==> src/rtl/inst_fetch_bridge_pkg.sv <==
// Shared definitions for the Sirius instruction fetch bridge.
// Holds the default bus widths used by the CPU top level and the fetch FSM
// state encoding, so the bridge, its buffer and any checker agree on them.
package inst_fetch_bridge_pkg;

  localparam int InstAddrBus = 32;  // default instruction address width
  localparam int InstBus     = 32;  // default instruction width

  typedef enum logic {
    IDLE   = 1'b0,
    STREAM = 1'b1
  } fetch_state_t;

endpackage

==> src/rtl/inst_fetch_bridge_fetch_buf.sv <==
// fetch_buf: circular FIFO of {tag, data} entries for prefetched instructions.
// Ports:
//   clk, rst             clock, asynchronous active-low reset
//   clear                drop every entry (wins over push/pop in the same cycle)
//   push, push_tag/data  append one entry at the tail
//   pop                  remove the head entry (caller never pops when empty)
//   head_tag, head_data  oldest entry, valid while empty=0
//   count, empty         occupancy
// Push and pop in the same cycle are allowed when full: the write lands in the
// slot the head is leaving at that edge.
module fetch_buf #(
  parameter int TAG_W  = 32,
  parameter int DATA_W = 32,
  parameter int DEPTH  = 4,
  localparam int PTR_W = $clog2(DEPTH),
  localparam int CNT_W = PTR_W + 1
) (
  input  logic              clk,
  input  logic              rst,
  input  logic              clear,
  input  logic              push,
  input  logic [TAG_W-1:0]  push_tag,
  input  logic [DATA_W-1:0] push_data,
  input  logic              pop,
  output logic [TAG_W-1:0]  head_tag,
  output logic [DATA_W-1:0] head_data,
  output logic [CNT_W-1:0]  count,
  output logic              empty
);

  logic [TAG_W-1:0]  tag_mem  [DEPTH];
  logic [DATA_W-1:0] data_mem [DEPTH];
  logic [PTR_W-1:0]  rd_ptr;
  logic [PTR_W-1:0]  wr_ptr;

  always_ff @(posedge clk or negedge rst) begin
    if (!rst) begin
      rd_ptr <= '0;
      wr_ptr <= '0;
      count  <= '0;
    end else if (clear) begin
      rd_ptr <= '0;
      wr_ptr <= '0;
      count  <= '0;
    end else begin
      if (push) wr_ptr <= wr_ptr + PTR_W'(1);
      if (pop)  rd_ptr <= rd_ptr + PTR_W'(1);
      count <= count + CNT_W'(push) - CNT_W'(pop);
    end
  end

  // Storage carries no reset; the pointers and count define what is valid.
  always_ff @(posedge clk) begin
    if (push && !clear) begin
      tag_mem[wr_ptr]  <= push_tag;
      data_mem[wr_ptr] <= push_data;
    end
  end

  assign head_tag  = tag_mem[rd_ptr];
  assign head_data = data_mem[rd_ptr];
  assign empty     = (count == '0);

endmodule

==> src/rtl/inst_fetch_bridge.sv <==
// inst_fetch_bridge: Sirius core fetch port to instruction ROM bridge.
// Prefetches sequential instructions into a tagged FIFO and serves core
// requests from it; any request that does not match the sequential stream
// flushes the buffer and the in-flight ROM reads and restarts at the new PC.
// Ports:
//   clk, rst                  clock, asynchronous active-low reset
//   req_i, addr_i             core fetch request and address (low bits ignored)
//   inst_o, inst_valid_o      instruction and acknowledge (inst_o=0 when no ack)
//   rom_ce_o, rom_addr_o      ROM read strobe/address, one fetch per cycle
//   rom_data_i                ROM data, ROM_LATENCY cycles after its strobe
//   hit_cnt_o, redirect_cnt_o saturating acknowledge/redirect counters,
//                             present only when FETCH_STATS_EN is defined
//   dbg_state                 current FSM state
// Handshake: the core raises req_i with addr_i and holds both unchanged until
// the cycle where inst_valid_o=1; in that cycle request and inst_o are
// consumed, and the core may present its next request in the following cycle.
module inst_fetch_bridge
  import inst_fetch_bridge_pkg::*;
#(
  parameter int ADDR_W      = InstAddrBus,
  parameter int DATA_W      = InstBus,
  parameter int ROM_LATENCY = 2,
  parameter int BUF_DEPTH   = 4
) (
  input  logic              clk,
  input  logic              rst,
  input  logic              req_i,
  input  logic [ADDR_W-1:0] addr_i,
  output logic [DATA_W-1:0] inst_o,
  output logic              inst_valid_o,
  output logic              rom_ce_o,
  output logic [ADDR_W-1:0] rom_addr_o,
  input  logic [DATA_W-1:0] rom_data_i,
`ifdef FETCH_STATS_EN
  output logic [31:0]       hit_cnt_o,
  output logic [31:0]       redirect_cnt_o,
`endif
  output fetch_state_t      dbg_state
);

  localparam int INC   = DATA_W / 8;
  localparam int CNT_W = $clog2(BUF_DEPTH) + 1;
  localparam int SUM_W = $clog2(BUF_DEPTH + ROM_LATENCY + 1) + 1;
  localparam logic [ADDR_W-1:0] INC_A    = ADDR_W'(INC);
  localparam logic [ADDR_W-1:0] LOW_MASK = ADDR_W'(INC - 1);

  fetch_state_t      state;
  logic [ADDR_W-1:0] fetch_ptr;
  logic [ADDR_W-1:0] addr_a;

  // In-flight ROM reads: stage i holds the read issued i+1 cycles ago.
  logic [ROM_LATENCY-1:0] stage_v;
  logic [ADDR_W-1:0]      stage_tag [ROM_LATENCY];

  logic [ADDR_W-1:0] head_tag;
  logic [DATA_W-1:0] head_data;
  logic [CNT_W-1:0]  occ;
  logic              buf_empty;

  logic [SUM_W-1:0]  infl_cnt;
  logic              streaming, hit, miss, space, issue;

  always_comb begin
    infl_cnt = '0;
    for (int i = 0; i < ROM_LATENCY; i++) begin
      infl_cnt = infl_cnt + SUM_W'(stage_v[i]);
    end
  end

  assign addr_a    = addr_i & ~LOW_MASK;
  assign streaming = (state == STREAM);
  assign hit       = streaming && req_i && !buf_empty && (head_tag == addr_a);
  // With an empty buffer but reads still in flight we cannot yet tell whether
  // the stream matches, so we wait for the data instead of redirecting.
  assign miss      = streaming && req_i &&
                     (buf_empty ? ((infl_cnt == '0) && (fetch_ptr != addr_a))
                                : (head_tag != addr_a));
  // A pop in this cycle frees a slot; a returning read only moves from the
  // in-flight count into occupancy, so it does not change the total.
  assign space     = (SUM_W'(occ) + infl_cnt - SUM_W'(hit)) < SUM_W'(BUF_DEPTH);
  assign issue     = streaming && !miss && space;

  assign inst_valid_o = hit;
  assign inst_o       = hit ? head_data : '0;
  assign rom_ce_o     = issue;
  assign rom_addr_o   = issue ? fetch_ptr : '0;
  assign dbg_state    = state;

  always_ff @(posedge clk or negedge rst) begin
    if (!rst) begin
      state     <= IDLE;
      fetch_ptr <= '0;
    end else begin
      case (state)
        IDLE: begin
          if (req_i) begin
            fetch_ptr <= addr_a;
            state     <= STREAM;
          end
        end
        STREAM: begin
          if (miss)       fetch_ptr <= addr_a;
          else if (issue) fetch_ptr <= fetch_ptr + INC_A;
        end
        default: state <= IDLE;
      endcase
    end
  end

  always_ff @(posedge clk or negedge rst) begin
    if (!rst) begin
      stage_v <= '0;
      for (int i = 0; i < ROM_LATENCY; i++) stage_tag[i] <= '0;
    end else begin
      stage_tag[0] <= fetch_ptr;
      for (int i = 1; i < ROM_LATENCY; i++) stage_tag[i] <= stage_tag[i-1];
      if (miss) begin
        stage_v <= '0;
      end else begin
        stage_v[0] <= issue;
        for (int i = 1; i < ROM_LATENCY; i++) stage_v[i] <= stage_v[i-1];
      end
    end
  end

  // A redirect clears the buffer, which also discards any data returning now.
  fetch_buf #(
    .TAG_W (ADDR_W),
    .DATA_W(DATA_W),
    .DEPTH (BUF_DEPTH)
  ) u_buf (
    .clk      (clk),
    .rst      (rst),
    .clear    (miss),
    .push     (stage_v[ROM_LATENCY-1]),
    .push_tag (stage_tag[ROM_LATENCY-1]),
    .push_data(rom_data_i),
    .pop      (hit),
    .head_tag (head_tag),
    .head_data(head_data),
    .count    (occ),
    .empty    (buf_empty)
  );

`ifdef FETCH_STATS_EN
  always_ff @(posedge clk or negedge rst) begin
    if (!rst) begin
      hit_cnt_o      <= '0;
      redirect_cnt_o <= '0;
    end else begin
      if (hit && (hit_cnt_o != '1))       hit_cnt_o      <= hit_cnt_o + 32'd1;
      if (miss && (redirect_cnt_o != '1)) redirect_cnt_o <= redirect_cnt_o + 32'd1;
    end
  end
`endif

endmodule

==> config.mk <==
export PLATFORM = sky130hd
export DESIGN_NAME = inst_fetch_bridge
export DESIGN_NICKNAME = d
export VERILOG_FILES = /design/src/rtl/inst_fetch_bridge_pkg.sv /design/src/rtl/inst_fetch_bridge_fetch_buf.sv /design/src/rtl/inst_fetch_bridge.sv
export SDC_FILE = /design/constraint.sdc
export NUM_CORES = 1
export LEC_CHECK = 0
export BUFFER_PORTS_ARGS = -buffer_cell sky130_fd_sc_hd__buf_2
export CAP_MARGIN = 20
export CORE_ASPECT_RATIO = 0.75
export CORE_UTILIZATION = 40
export CTS_BUF_LIST = sky130_fd_sc_hd__clkbuf_2 sky130_fd_sc_hd__clkbuf_4 sky130_fd_sc_hd__clkbuf_8
export CTS_CLUSTER_SIZE = 16
export DETAILED_ROUTE_END_ITERATION = 16
export GPL_TIMING_DRIVEN = 0
export PLACE_DENSITY = 0.66
export SKIP_LAST_GASP = 1
export SLEW_MARGIN = 10
export SYNTH_ARGS = -nofsm -noshare
export SYNTH_HDL_FRONTEND = slang
export SYNTH_HIERARCHICAL = 1
export SYNTH_SLANG_ARGS = --single-unit
export TNS_END_PERCENT = 5
==> constraint.sdc <==
create_clock -name clk -period 6.43 [get_ports clk]
set_input_delay 1.286 -clock clk [delete_from_list [all_inputs] [get_ports clk]]
set_output_delay 1.286 -clock clk [all_outputs]
set_load 0.005 [all_outputs]
* After elaboration in Yosys (flattened, before gate mapping)
Memories as Yosys holds them, arrays and structs flattened. Index checks and enable logic that the tools add are counted. W data, S select, Z words.
Word-level totals: bits in registers 106, latch bits 0, bits in writable memories 256, ROM bits 0, input bits 67, output and inout bits 67, word-level logic and storage cells 57, memories kept 2
Cells by class: $add $sub $neg 8, $mul 0, div/mod/pow operators 0, order comparisons 1, eq/ne operators 5, shifts and indexed selects 0, muxes and demuxes 17, bitwise gates (word level) 1, reductions and logical operators 15
Memories:
- u_buf.data_mem | depth 4, bits a word 32, rd ports 1, clocked after Yosys merged registers in 0, wr ports 1, RTL line inst_fetch_bridge_fetch_buf.sv:32 | logic [DATA_W-1:0] data_mem [DEPTH];
- u_buf.tag_mem | depth 4, bits a word 32, rd ports 1, clocked after Yosys merged registers in 0, wr ports 1, RTL line inst_fetch_bridge_fetch_buf.sv:31 | logic [TAG_W-1:0] tag_mem [DEPTH];
Operator list (number):
- $mux W32 | 5
- $ne A32 B32 Y1 | 2
- $pmux W32 S2 | 1
- $add A32 B3 Y32 const B | 1
- $eq A32 B32 Y1 | 1
- $mux W2 | 5
- $logic_and A1 B1 Y1 | 8
- $mux W1 | 5
- $add A2 B1 Y2 const B | 2
- $add A3 B2 Y4 | 1
- $logic_not A4 Y1 | 1
- $lt A4 B3 Y1 const B | 1
- $reduce_bool A2 Y1 | 2
- $sub A4 B1 Y4 | 1
- $add A3 B1 Y3 | 1
- $logic_not A3 Y1 | 1
- $mux W3 | 1
- $ne A3 B1 Y1 const B | 1
- $sub A3 B1 Y3 | 1
- $add A1 B1 Y2 | 1
- $logic_not A1 Y1 | 2
- $ne A2 B2 Y1 const B | 1
- $reduce_and A2 Y1 | 1
- $not A1 Y1 | 1

* Longest topological paths before layout
depth in word-level cells 11, gate-level depth with buffers 22, depth with buffers taken out 16

* Modules after synthesis
Netlist, hierarchy kept.
By module, submodules not included:
- fetch_buf | instances 1, cells an instance 373, area an instance 9693.0 um2, sequential area each 7862.5 um2
- inst_fetch_bridge | instances 1, cells an instance 461, area an instance 4863.4 um2, sequential area each 2327.2 um2

* Worst setup path after synthesis
OpenSTA, ideal clock, no wires.
kind input port to output port, from input port addr_i[24], to output port rom_addr_o[2], arrival 4.325 ns, required time 5.144 ns, path slack 0.819 ns, cell stages on the path 17, buffers on the path 3, path through xnor2_1 -> nand4_1 -> nor4_2 -> nand3_1 -> nor3_1 -> clkbuf_1 -> ha_1 -> inv_1 -> ha_1 -> nand3b_1 -> a21oi_1 -> a32o_1 -> buf_2 -> nand2_1 -> nor2_1 -> clkbuf_1 -> and2_1
RTL lines:
- start, declared | RTL line inst_fetch_bridge.sv:28 | input logic [ADDR_W-1:0] addr_i,
- $eq A32 B32 Y1 | RTL line inst_fetch_bridge.sv:72 | assign hit = streaming && req_i && !buf_empty && (head_tag == addr_a);
- $logic_and A1 B1 Y1 | RTL line inst_fetch_bridge.sv:72
- net inst_valid_o | RTL line inst_fetch_bridge.sv:30 | output logic inst_valid_o,
- $sub A4 B1 Y4 | RTL line inst_fetch_bridge.sv:80 | assign space = (SUM_W'(occ) + infl_cnt - SUM_W'(hit)) < SUM_W'(BUF_DEPTH);
- $lt A4 B3 Y1 | RTL line inst_fetch_bridge.sv:80
- $logic_and A1 B1 Y1 | RTL line inst_fetch_bridge.sv:81 | assign issue = streaming && !miss && space;
- $mux W32 | RTL line inst_fetch_bridge.sv:86 | assign rom_addr_o = issue ? fetch_ptr : '0;
- end, declared | RTL line inst_fetch_bridge.sv:32 | output logic [ADDR_W-1:0] rom_addr_o,
The timed path passes the listed nets, and every way through them passes these cells.

* Final worst setup path
from register u_buf.rd_ptr[0], to output port rom_addr_o[26]
Between the ends: cells in the longest elaborated chain, start to end 8
Ends and longest elaborated chain:
- start, declared | RTL line inst_fetch_bridge_fetch_buf.sv:33 | logic [PTR_W-1:0] rd_ptr;
- start signal, assigned | RTL line inst_fetch_bridge_fetch_buf.sv:47 | if (pop) rd_ptr <= rd_ptr + PTR_W'(1);
- $mem_v2 Z4 W32 (*)
- net head_tag[10] | RTL line inst_fetch_bridge.sv:55 | logic [ADDR_W-1:0] head_tag;
- parallel branches: the longest is 5 deep, another holds $sub A4 B1 Y4
- $logic_and A1 B1 Y1 (*) | RTL line inst_fetch_bridge.sv:81
- $mux W32 (*) | RTL line inst_fetch_bridge.sv:86
Mark *: on every way through the listed nets, which the timed path passes.

==> metrics.txt <==
CTS tree done; CTS clock-pin slew for the worst setup and hold paths 70 ps; Slew Limit Fails 0; starting density of the core 40.6%; PortBufs 129; global route overflow 0; Avg WL per Cell 22.2 microns; total chip power 7.32 mW; initial antenna violation count 3; area growth from synthesis to layout 20.1%; violated checks setup timing; Detailed Place HPWL 22,800 microns; CP Class reg2out; global-route wire length before repair 52,400 microns; largest cells by area after synthesis edfxtp_1 53%, dfrtp_1 17%, mux4_2 9.9%, xnor2_1 3.5%, and2_1 2.8%; WL final 34,800 microns; Synth top area share 52.8%; Cells on Worst Hold Path 0; Synth Instances 834; Setup WS post-layout -49.7 ps; minimum clock period 6480 ps; worst hold start stage_tag[58]$_DFF_PN0_; Synth Register Bits 356; Final setup viols 21; hold slack 331 ps; final hold vios 0; # fillers 3,108; CTS max path bufs 3; R2R setup slack 690 ps; Cell variety after synth 62; total CTS buffers 56; DR vias 8,372; Die X 222 microns; leakage power 6.40 nW; hold crit path type reg2reg; critical path launch point type register; PwrDens 419 nW/um^2; fin nets 1,137; Placed Cells 1,443; Max-Cap Viols 0; Core ar. 35,900 sq um; CTS sink cnt 356; Crit path largest cell delay 560 ps; Post-synth EDFFs 256; Rows 60; CTS root buf clkbuf_8; die area 37,200 sq um; crit path capture type output pin; data required time of the worst path 5140 ps; Post-Synthesis Cell Area 14,600 sq um; DRC errors left 0; crit-path max FO 5; crit path DAT 5190 ps; Synth warnings 6; placed inst area 16,000 sq um; post-route insts no fill 1,568; Mean Syn Cell Area 17.5 sq um; slowest cell on the critical path mux4_2; post-layout instance area 17,500 sq um; most frequent cell after synthesis edfxtp_1; cell taking the most area after synthesis edfxtp_1; CTS HTree Levels 2; relative slew slack 54.0%; Crit path max-delay family simple AND/OR/NAND/NOR gates; hold-fix buffers at CTS 0; Max rail drop VDD 240 uV; vias in the first global route 8,435; ys flop type edfxtp_1; top cells by count, synth 256 x edfxtp_1, 100 x dfrtp_1, 66 x and2_1; fin crit share 101%; status complete, but fails checks; ys async rst share 28.1%; Via density 5.34; Worst path most repeated cell buf_6; layout cells sized above 1 34.4%; largest net degree at the start of global routing 57; die span in y 167 microns; Detailed Routing Iterations Pass 1 4; CP Buf/Inv Count 9; Final Util 48.7%; Reg-to-Reg Start u_buf/rd_ptr[0]$_DFFE_PN0P_; Worst-Skew Late Latency 620 ps; setup repair after global routing missed its margin yes; worst-margin pin slew 690 ps; Fin Clk Skew 43.7 ps; Reg2Reg Depth 24; global-route usage over all layers 19.1%; number of DRC markers in iteration 0 710; Max Clk Rate 154 MHz; register area share after synthesis 70.0%; gpl congestion 0.920; worst-path cell chain buf_6 -> buf_12 -> buf_12 -> mux4_2 -> xnor2_4 -> nand4_1 -> nor4_4 -> nand3_2 -> nor3_4 -> clkbuf_8 -> ha_4 -> inv_2 -> ha_4 -> nand3b_1 -> a21oi_2 -> a32o_2 -> buf_6 -> nand2_8 -> nor2_4 -> buf_6 -> buf_6 -> and2_4 -> buf_2; r2r endpoint fetch_ptr[5]$_DFFE_PN0P_; worst-case hold path end point stage_tag[26]$_DFF_PN0_; Ports 134; remaining antenna violation count 0
==> flip-flops by register name (all words and copies together), names as in the netlist <==
name,count
stage_tag,60
u_buf/wr_ptr,2
u_buf/rd_ptr,2
dbg_state,1
u_buf/count,3
u_buf/data_mem,128
stage_v,2
fetch_ptr,30
u_buf/tag_mem,128
==> repair_timing <==
item	4_1_cts	5_1_grt
gates resized for setup	32	21
buffers inserted	11	7
pin swaps	5	9
endpoints found under the setup margin	67	31
gates cloned	2	0
==> worst max-delay path by stage <==
stage	startpoint	endpoint	cells past startpoint
2_1_floorplan	addr_i[24]	rom_addr_o[2]	17
3_3_place_gp	u_buf/rd_ptr[1]$_DFFE_PN0P_	rom_addr_o[19]	21
3_5_place_dp	u_buf/rd_ptr[1]$_DFFE_PN0P_	rom_addr_o[19]	21
4_1_cts	u_buf/rd_ptr[0]$_DFFE_PN0P_	rom_addr_o[25]	23
5_1_grt	u_buf/rd_ptr[0]$_DFFE_PN0P_	rom_addr_o[28]	23
6_report	u_buf/rd_ptr[0]$_DFFE_PN0P_	rom_addr_o[26]	23
==> cells by family after synthesis <==
logic type	synth area share (%)
buffers and inverters	2.42
AND/OR/NAND/NOR	7.36
multiplexers	11.3
AO/OA/AOI/OAI	3.38
other	0.0258
adder cells (fa/ha/maj)	1.25
flip-flops	70.0
XOR/XNOR	4.24
==> per-layer routing <==
metal | wire, microns | track usage [%] | share of wire (%)
met3 | 2640 | 5.21 | 7.6
met2 | 15200 | 27.6 | 44
met5 | 41 | 0 | 0.12
met4 | 789 | 5.86 | 2.3
met1 | 16200 | 28.0 | 46
==> layout by cell type, fill, tap and decap left out, types with 4 or more instances in the layout <==
cell type  synthesis  final
nor2_1            25     24
xor2_1             7      7
clkinv_2           0      8
nor2b_1            4      4
dfrtp_1          100    100
and2_4             0     11
o21ai_0            8      8
clkinv_1           0     12
clkbuf_8           0     61
nand2_1           15     14
a22oi_1           12     12
and2_1            66     55
a21oi_1            9      8
buf_6              5     14
buf_2             11    132
inv_1             21     20
mux2i_1           14     14
edfxtp_1         256    256
clkbuf_4           0     21
ha_1              13     11
clkbuf_1          13      9
o2bb2ai_1          7      7
xnor2_1           59     56
nand3_1           17     16
conb_1             1     10
buf_16             0      5
nor3_1            12     11
a31oi_1            9      9
buf_4              5     25
mux4_2            64     64
nand4_1           19     19
and3_1             5      5
nor4_1             4      4
==> per-stage QoR <==
stage | setup slack (ps) | TNS, ps
global placement | -2290 | -329280
finish | -49.7 | -480
CTS | 6.58 | 0
detailed placement | -1570 | -55190
floorplan | 819 | 0
global route | -185 | -5060
==> power breakdown <==
group	leakage, nW	internal (mW)	switching, mW
combinational	2.35	0.892	1.14
clock	0.599	1.05	0.857
sequential	3.46	3.05	0.334
total	6.40	4.99	2.34
==> worst reg2reg max path, delay by kind of cell, from the launching register on <==
| kind | cells | cell delay, ps |
|---|---|---|
| AO/OA/AOI/OAI | 4 | 660 |
| XOR/XNOR | 1 | 310 |
| adder cells (fa/ha/maj) | 2 | 360 |
| buffers and inverters | 10 | 1930 |
| flip-flops | 1 | 340 |
| multiplexers | 1 | 560 |
| AND/OR/NAND/NOR | 6 | 1430 |
==> final cells by class <==
class | count | area (sq um) | share of cell area [%]
Antenna cell | 1 | 2.50 | 0.0143
Buffer | 38 | 329 | 1.88
Clock buffer | 80 | 970 | 5.55
Clock inverter | 24 | 160 | 0.916
Inverter | 21 | 78.8 | 0.451
Multi-Input combinational cell | 428 | 4200 | 24.0
Sequential cell | 356 | 10200 | 58.3
Tap cell | 465 | 582 | 3.33
Timing Repair Buffer | 155 | 971 | 5.55
(Power assumes the default switching activity.)
